==> src/rtl/ext_pipe.sv <==
// ext_pipe: pipelined immediate / load-lane extension unit for the MIPS datapath.
// Extracts an immediate or a byte/halfword/word lane from a DATA_W-wide input,
// extends it, and carries the result through a STAGES-deep registered pipeline
// with stall, flush and misalignment reporting.
module ext_pipe #(
  parameter int DATA_W = 32,
  parameter int IMM_W  = 16,
  parameter int STAGES = 2
) (
  input  logic                          clk,
  input  logic                          reset,
  input  logic                          in_valid,
  input  logic [2:0]                    op,
  input  logic [$clog2(DATA_W/8)-1:0]   addr,
  input  logic [DATA_W-1:0]             in,
  input  logic                          stall,
  input  logic                          flush,
  output logic                          out_valid,
  output logic [DATA_W-1:0]             out,
  output logic                          misalign
);

  localparam int AW = $clog2(DATA_W/8);

  localparam logic [2:0] OP_SEXT = 3'b000;
  localparam logic [2:0] OP_ZEXT = 3'b001;
  localparam logic [2:0] OP_LUI  = 3'b010;
  localparam logic [2:0] OP_LB   = 3'b011;
  localparam logic [2:0] OP_LBU  = 3'b100;
  localparam logic [2:0] OP_LH   = 3'b101;
  localparam logic [2:0] OP_LHU  = 3'b110;
  localparam logic [2:0] OP_LW   = 3'b111;

  // Width class of the raw field: selects the sign bit and fill mask.
  localparam logic [2:0] W_BYTE = 3'd0;
  localparam logic [2:0] W_HALF = 3'd1;
  localparam logic [2:0] W_IMM  = 3'd2;
  localparam logic [2:0] W_LUI  = 3'd3;
  localparam logic [2:0] W_FULL = 3'd4;

  // Extend a zero-padded raw field according to its width class.
  function automatic logic [DATA_W-1:0] extend(input logic [DATA_W-1:0] raw,
                                               input logic [2:0]        wsel,
                                               input logic              sgn);
    logic [DATA_W-1:0] mask;
    logic              sbit;
    mask = '0;
    sbit = 1'b0;
    case (wsel)
      W_BYTE: begin mask[7:0]         = '1; sbit = raw[7];         end
      W_HALF: begin mask[15:0]        = '1; sbit = raw[15];        end
      W_IMM:  begin mask[IMM_W-1:0]   = '1; sbit = raw[IMM_W-1];   end
      W_LUI:  begin mask[2*IMM_W-1:0] = '1; sbit = raw[2*IMM_W-1]; end
      default: begin mask = '1; sbit = 1'b0; end
    endcase
    return (raw & mask) | ((sgn && sbit) ? ~mask : '0);
  endfunction

  logic [7:0]        byte_lane;
  logic [15:0]       half_lane;
  logic [DATA_W-1:0] x_raw;
  logic [2:0]        x_wsel;
  logic              x_sgn;
  logic              x_mis;

  assign byte_lane = 8'(in >> {addr, 3'b000});
  assign half_lane = 16'(in >> {addr[AW-1:1], 4'b0000});

  // Extract the raw field, width class, signedness and misalignment of the input beat.
  always_comb begin
    x_raw  = '0;
    x_wsel = W_FULL;
    x_sgn  = 1'b0;
    x_mis  = 1'b0;
    case (op)
      OP_SEXT: begin
        x_raw[IMM_W-1:0] = in[IMM_W-1:0];
        x_wsel = W_IMM;
        x_sgn  = 1'b1;
      end
      OP_ZEXT: begin
        x_raw[IMM_W-1:0] = in[IMM_W-1:0];
        x_wsel = W_IMM;
      end
      OP_LUI: begin
        x_raw[2*IMM_W-1:0] = {in[IMM_W-1:0], {IMM_W{1'b0}}};
        x_wsel = W_LUI;
        x_sgn  = 1'b1;
      end
      OP_LB, OP_LBU: begin
        x_raw[7:0] = byte_lane;
        x_wsel = W_BYTE;
        x_sgn  = (op == OP_LB);
      end
      OP_LH, OP_LHU: begin
        x_wsel = W_HALF;
        x_sgn  = (op == OP_LH);
        if (addr[0]) x_mis = 1'b1;
        else         x_raw[15:0] = half_lane;
      end
      default: begin
        x_wsel = W_FULL;
        if (addr != '0) x_mis = 1'b1;
        else            x_raw = in;
      end
    endcase
  end

  if (STAGES == 1) begin : g_one
    // Single stage: extract and extend in one cone into the output register.
    always_ff @(posedge clk) begin
      if (reset || flush) begin
        out_valid <= 1'b0;
        out       <= '0;
        misalign  <= 1'b0;
      end else if (!stall) begin
        out_valid <= in_valid;
        out       <= in_valid ? extend(x_raw, x_wsel, x_sgn) : '0;
        misalign  <= in_valid & x_mis;
      end
    end
  end else begin : g_two
    logic              s1_valid;
    logic [DATA_W-1:0] s1_raw;
    logic [2:0]        s1_wsel;
    logic              s1_sgn;
    logic              s1_mis;

    // Stage 1: register the extracted raw field, width class and misalign flag.
    always_ff @(posedge clk) begin
      if (reset || flush) begin
        s1_valid <= 1'b0;
        s1_raw   <= '0;
        s1_wsel  <= W_FULL;
        s1_sgn   <= 1'b0;
        s1_mis   <= 1'b0;
      end else if (!stall) begin
        s1_valid <= in_valid;
        s1_raw   <= in_valid ? x_raw : '0;
        s1_wsel  <= in_valid ? x_wsel : W_FULL;
        s1_sgn   <= in_valid & x_sgn;
        s1_mis   <= in_valid & x_mis;
      end
    end

    // Stage 2: register the extended result; an invalid stage 1 carries zeros.
    always_ff @(posedge clk) begin
      if (reset || flush) begin
        out_valid <= 1'b0;
        out       <= '0;
        misalign  <= 1'b0;
      end else if (!stall) begin
        out_valid <= s1_valid;
        out       <= extend(s1_raw, s1_wsel, s1_sgn);
        misalign  <= s1_mis;
      end
    end
  end

endmodule

==> config.mk <==
export PLATFORM = sky130hd
export DESIGN_NAME = ext_pipe
export DESIGN_NICKNAME = d
export VERILOG_FILES = /design/src/rtl/ext_pipe.sv
export SDC_FILE = /design/constraint.sdc
export NUM_CORES = 1
export LEC_CHECK = 0
export BUFFER_PORTS_ARGS = -buffer_cell sky130_fd_sc_hd__buf_2
export CAP_MARGIN = 20
export CORE_MARGIN = 2
export CORE_UTILIZATION = 49
export DETAILED_ROUTE_END_ITERATION = 10
export PLACE_DENSITY = 0.76
export SLEW_MARGIN = 0
export SYNTH_ARGS = -nofsm -noshare
export SYNTH_HDL_FRONTEND = slang
export SYNTH_SLANG_ARGS = --single-unit
==> constraint.sdc <==
create_clock -name clk -period 1.54 [get_ports clk]
set_input_delay 0.077 -clock clk [delete_from_list [all_inputs] [get_ports clk]]
set_output_delay 0.077 -clock clk [all_outputs]
set_load 0.005 [all_outputs]
==> impl_metrics.ini <==
[setup_path]
cp.depth = 5
critPathLaunchType = register
cpLargestDelayFamily = flip-flops
critPathKind = reg -> reg
r2r_start = g_two.s1_wsel[1]
crit_path_max_incr_delay_ps = 390
cp.required_ps = 1810
cp-end-kind = register
startpoint = g_two.s1_wsel[1]
cp_slowest_cell = dfxtp_1
r2r.worst_path.cells = 5
r2r_setup_slack_ps = 310
crit_arrival_ps = 1500
critPathMaxFanout = 16
r2r-end = out[20]
worstPathCellList = xor2_1 > a22o_1 > nand3_1 > buf_4 > a21oi_1
path_buf_inv = 1

[yosys]
synth_fp_nets = 448
synthCells = 406
synth-edff-count = 0
async_flop_share_pct = 0
synthFlopType = dfxtp_1
synth_area_sq_um = 3284
synth.area.top_cells = dfxtp_1 (44%), a21oi_1 (12%), o21ai_0 (7.0%), mux2i_1 (5.5%), a22oi_1 (5.5%)
avgSynthCellArea_sq_um = 8.090
synth_most_common_cell = a21oi_1
ys_types = 38
ys_top_cells_by_count = a21oi_1 (77), dfxtp_1 (72), nand2_1 (47)
ys_ff_latch = 72
synth_top_area_cell = dfxtp_1
ys_warn_count = 0
synth_top_area_share_pct = 43.89
seq_area_frac_synth_pct = 43.89

[power_and_ir_drop]
leakagePower_nw = 1.768
irDropWorstVdd_uv = 664.1
power_density_nw_per_um2 = 1035

[placed_design]
placed_area_sq_um = 3789
port_buffers = 75
place_congestion = 0.9019
pre_cts_ws_ps = 129.8
post-dp-hpwl_mm = 6.563

[grt]
grt_pass1_vias = 3124
grt-ovfl-total = 0
grt_pass1_wl_mm = 15.08
grt_max_degree = 28
grt_use_total_pct = 25.88
antenna_found_initial = 0

[clocking]
clkTransAtPathRegs_ps = 80
cts_tree = yes
h-tree-depth = 3
post-cts-setup-buffers = 0
numCtsBuffers = 9
clk_latency_ps = 350
clk_path_buf_depth = 2
clk_root_buffer_cell = clkbuf_8
clock-sinks = 72

[routing]
drt-initial-drc-count = 247
vias = 3372
drt_first_pass_iters = 11
wl_per_cell_um = 16.15
post-route-drc-count = 4
antenna_left = 0
via_per_inst = 5.905
drt_wl_total_mm = 9.222

[timing]
finalMaxSlewViolations = 0
fmax_ghz = 0.8110
maxSlewHeadroom_pct = 54.84
finalHoldViolCount = 0
clock_skew_ps = 9.567
worst_slack_ps = 307.0
setup_tns_ps = 0
period_minus_slack_ps = 1233
rsz0062_at_grt = no
finalCritPeriodShare_pct = 80.06
worst_pin_slew_ps = 676.7
setup_viol_count_final = 0

[run]
cap_violations = 0

[cells_and_area]
nets = 531
fillers = 580
fin_util_pct = 63.43
antenna-diode-count = 0
areaGrowthSynthToFinish_pct = 24.04
design_area_sq_um = 4074
drive_gt1_share_pct = 24.09

[die]
start_util_pct = 51.14
core-area_sq_um = 6422
die-area_sq_um = 7374
fp.dieW_um = 85.87
dieHeight_um = 85.87
num_rows = 29
ios = 76

[min_path]
hp-class = in -> reg
hold_depth = 3
min_to = g_two.s1_raw[12]
min-delay-start = in[12]

[status]
status = complete, but fails checks
violations = design-rule violations
power by group:
part | switching [mW] | internal, mW | total, mW
Combinational | 0.286 | 0.192 | 0.478
Sequential | 0.0167 | 1.89 | 1.91
Clock | 0.709 | 1.12 | 1.83
registers in the layout (all words and copies together), names as in the netlist:
| register | cells |
|---|---|
| g_two.s1_mis | 1 |
| g_two.s1_sgn | 1 |
| out_valid | 1 |
| g_two.s1_raw | 32 |
| g_two.s1_wsel | 3 |
| misalign | 1 |
| g_two.s1_valid | 1 |
| out | 32 |
cell families after synthesis:
family / count (synthesis) / share of synthesized area [%]
buf+inv: 32 / 4.495
compound gates: 173 / 30.10
simple gates: 108 / 15.09
flops: 72 / 43.89
mux: 19 / 5.905
xor+xnor: 2 / 0.5334
worst max path at each step:
stage                            endpoint
final                             out[20]
after global routing              out[20]
after CTS                         out[20]
after detailed placement  g_two.s1_raw[9]
after global placement    g_two.s1_raw[7]
after floorplan           g_two.s1_raw[2]
layout make-up:
type	count	area (sq um)	share of cell area [%]
inverters	2	7.507	0.1843
multi-input cells	302	1695	41.62
repair buffers	102	588.1	14.43
clock inverters	5	103.9	2.549
well taps	77	96.34	2.365
flip-flops and latches	72	1441	35.38
clock buffers	11	141.4	3.471
metal layers:
layer | up-vias | wire [um] | track usage [%]
li1 | 1622 | - | -
met1 | 1563 | 4001 | 35.30
met2 | 164 | 4222 | 41.01
met3 | 23 | 783 | 4.812
met4 | 0 | 215 | 9.235
met5 | - | 0 | 0
stage by stage:
stage | total power [mW] | hold WS [ps] | cells
after floorplan | 2.217 | 208.0 | 406
after detailed placement | 2.408 | 347.5 | 551
final | 4.217 | 11.07 | 571
after global placement | 2.401 | 340.3 | 551
after CTS | 4.238 | 0.9435 | 571
after global routing | 4.379 | 13.26 | 571
what timing repair did:
item | 4_1_cts | 5_1_grt
hold buffers | 4 | 0
gates resized for setup | 0 | 0
hold endpoints to repair | 4 | 0
worst reg2reg max path, cell delays in order (launching register included):
cell and delay [ps]:
dfxtp_1 390, xor2_1 190, a22o_1 160, nand3_1 80, buf_4 200, a21oi_1 150
placed cells by master (no fill, tap or decap), types with 3 or more instances in the layout:
cell type | synthesis | final
a22oi_1 | 24 | 24
bufinv_16 | 0 | 3
o21ai_0 | 46 | 46
nor2b_1 | 12 | 12
o21ai_1 | 11 | 11
dfxtp_1 | 72 | 72
o311a_1 | 8 | 8
clkbuf_8 | 0 | 10
nand2_1 | 47 | 47
buf_2 | 7 | 75
nor2_1 | 35 | 35
a21oi_1 | 77 | 77
buf_4 | 1 | 23
mux2i_1 | 18 | 18
dlygate4sd3_1 | 0 | 4
(Power assumes the default switching activity.)
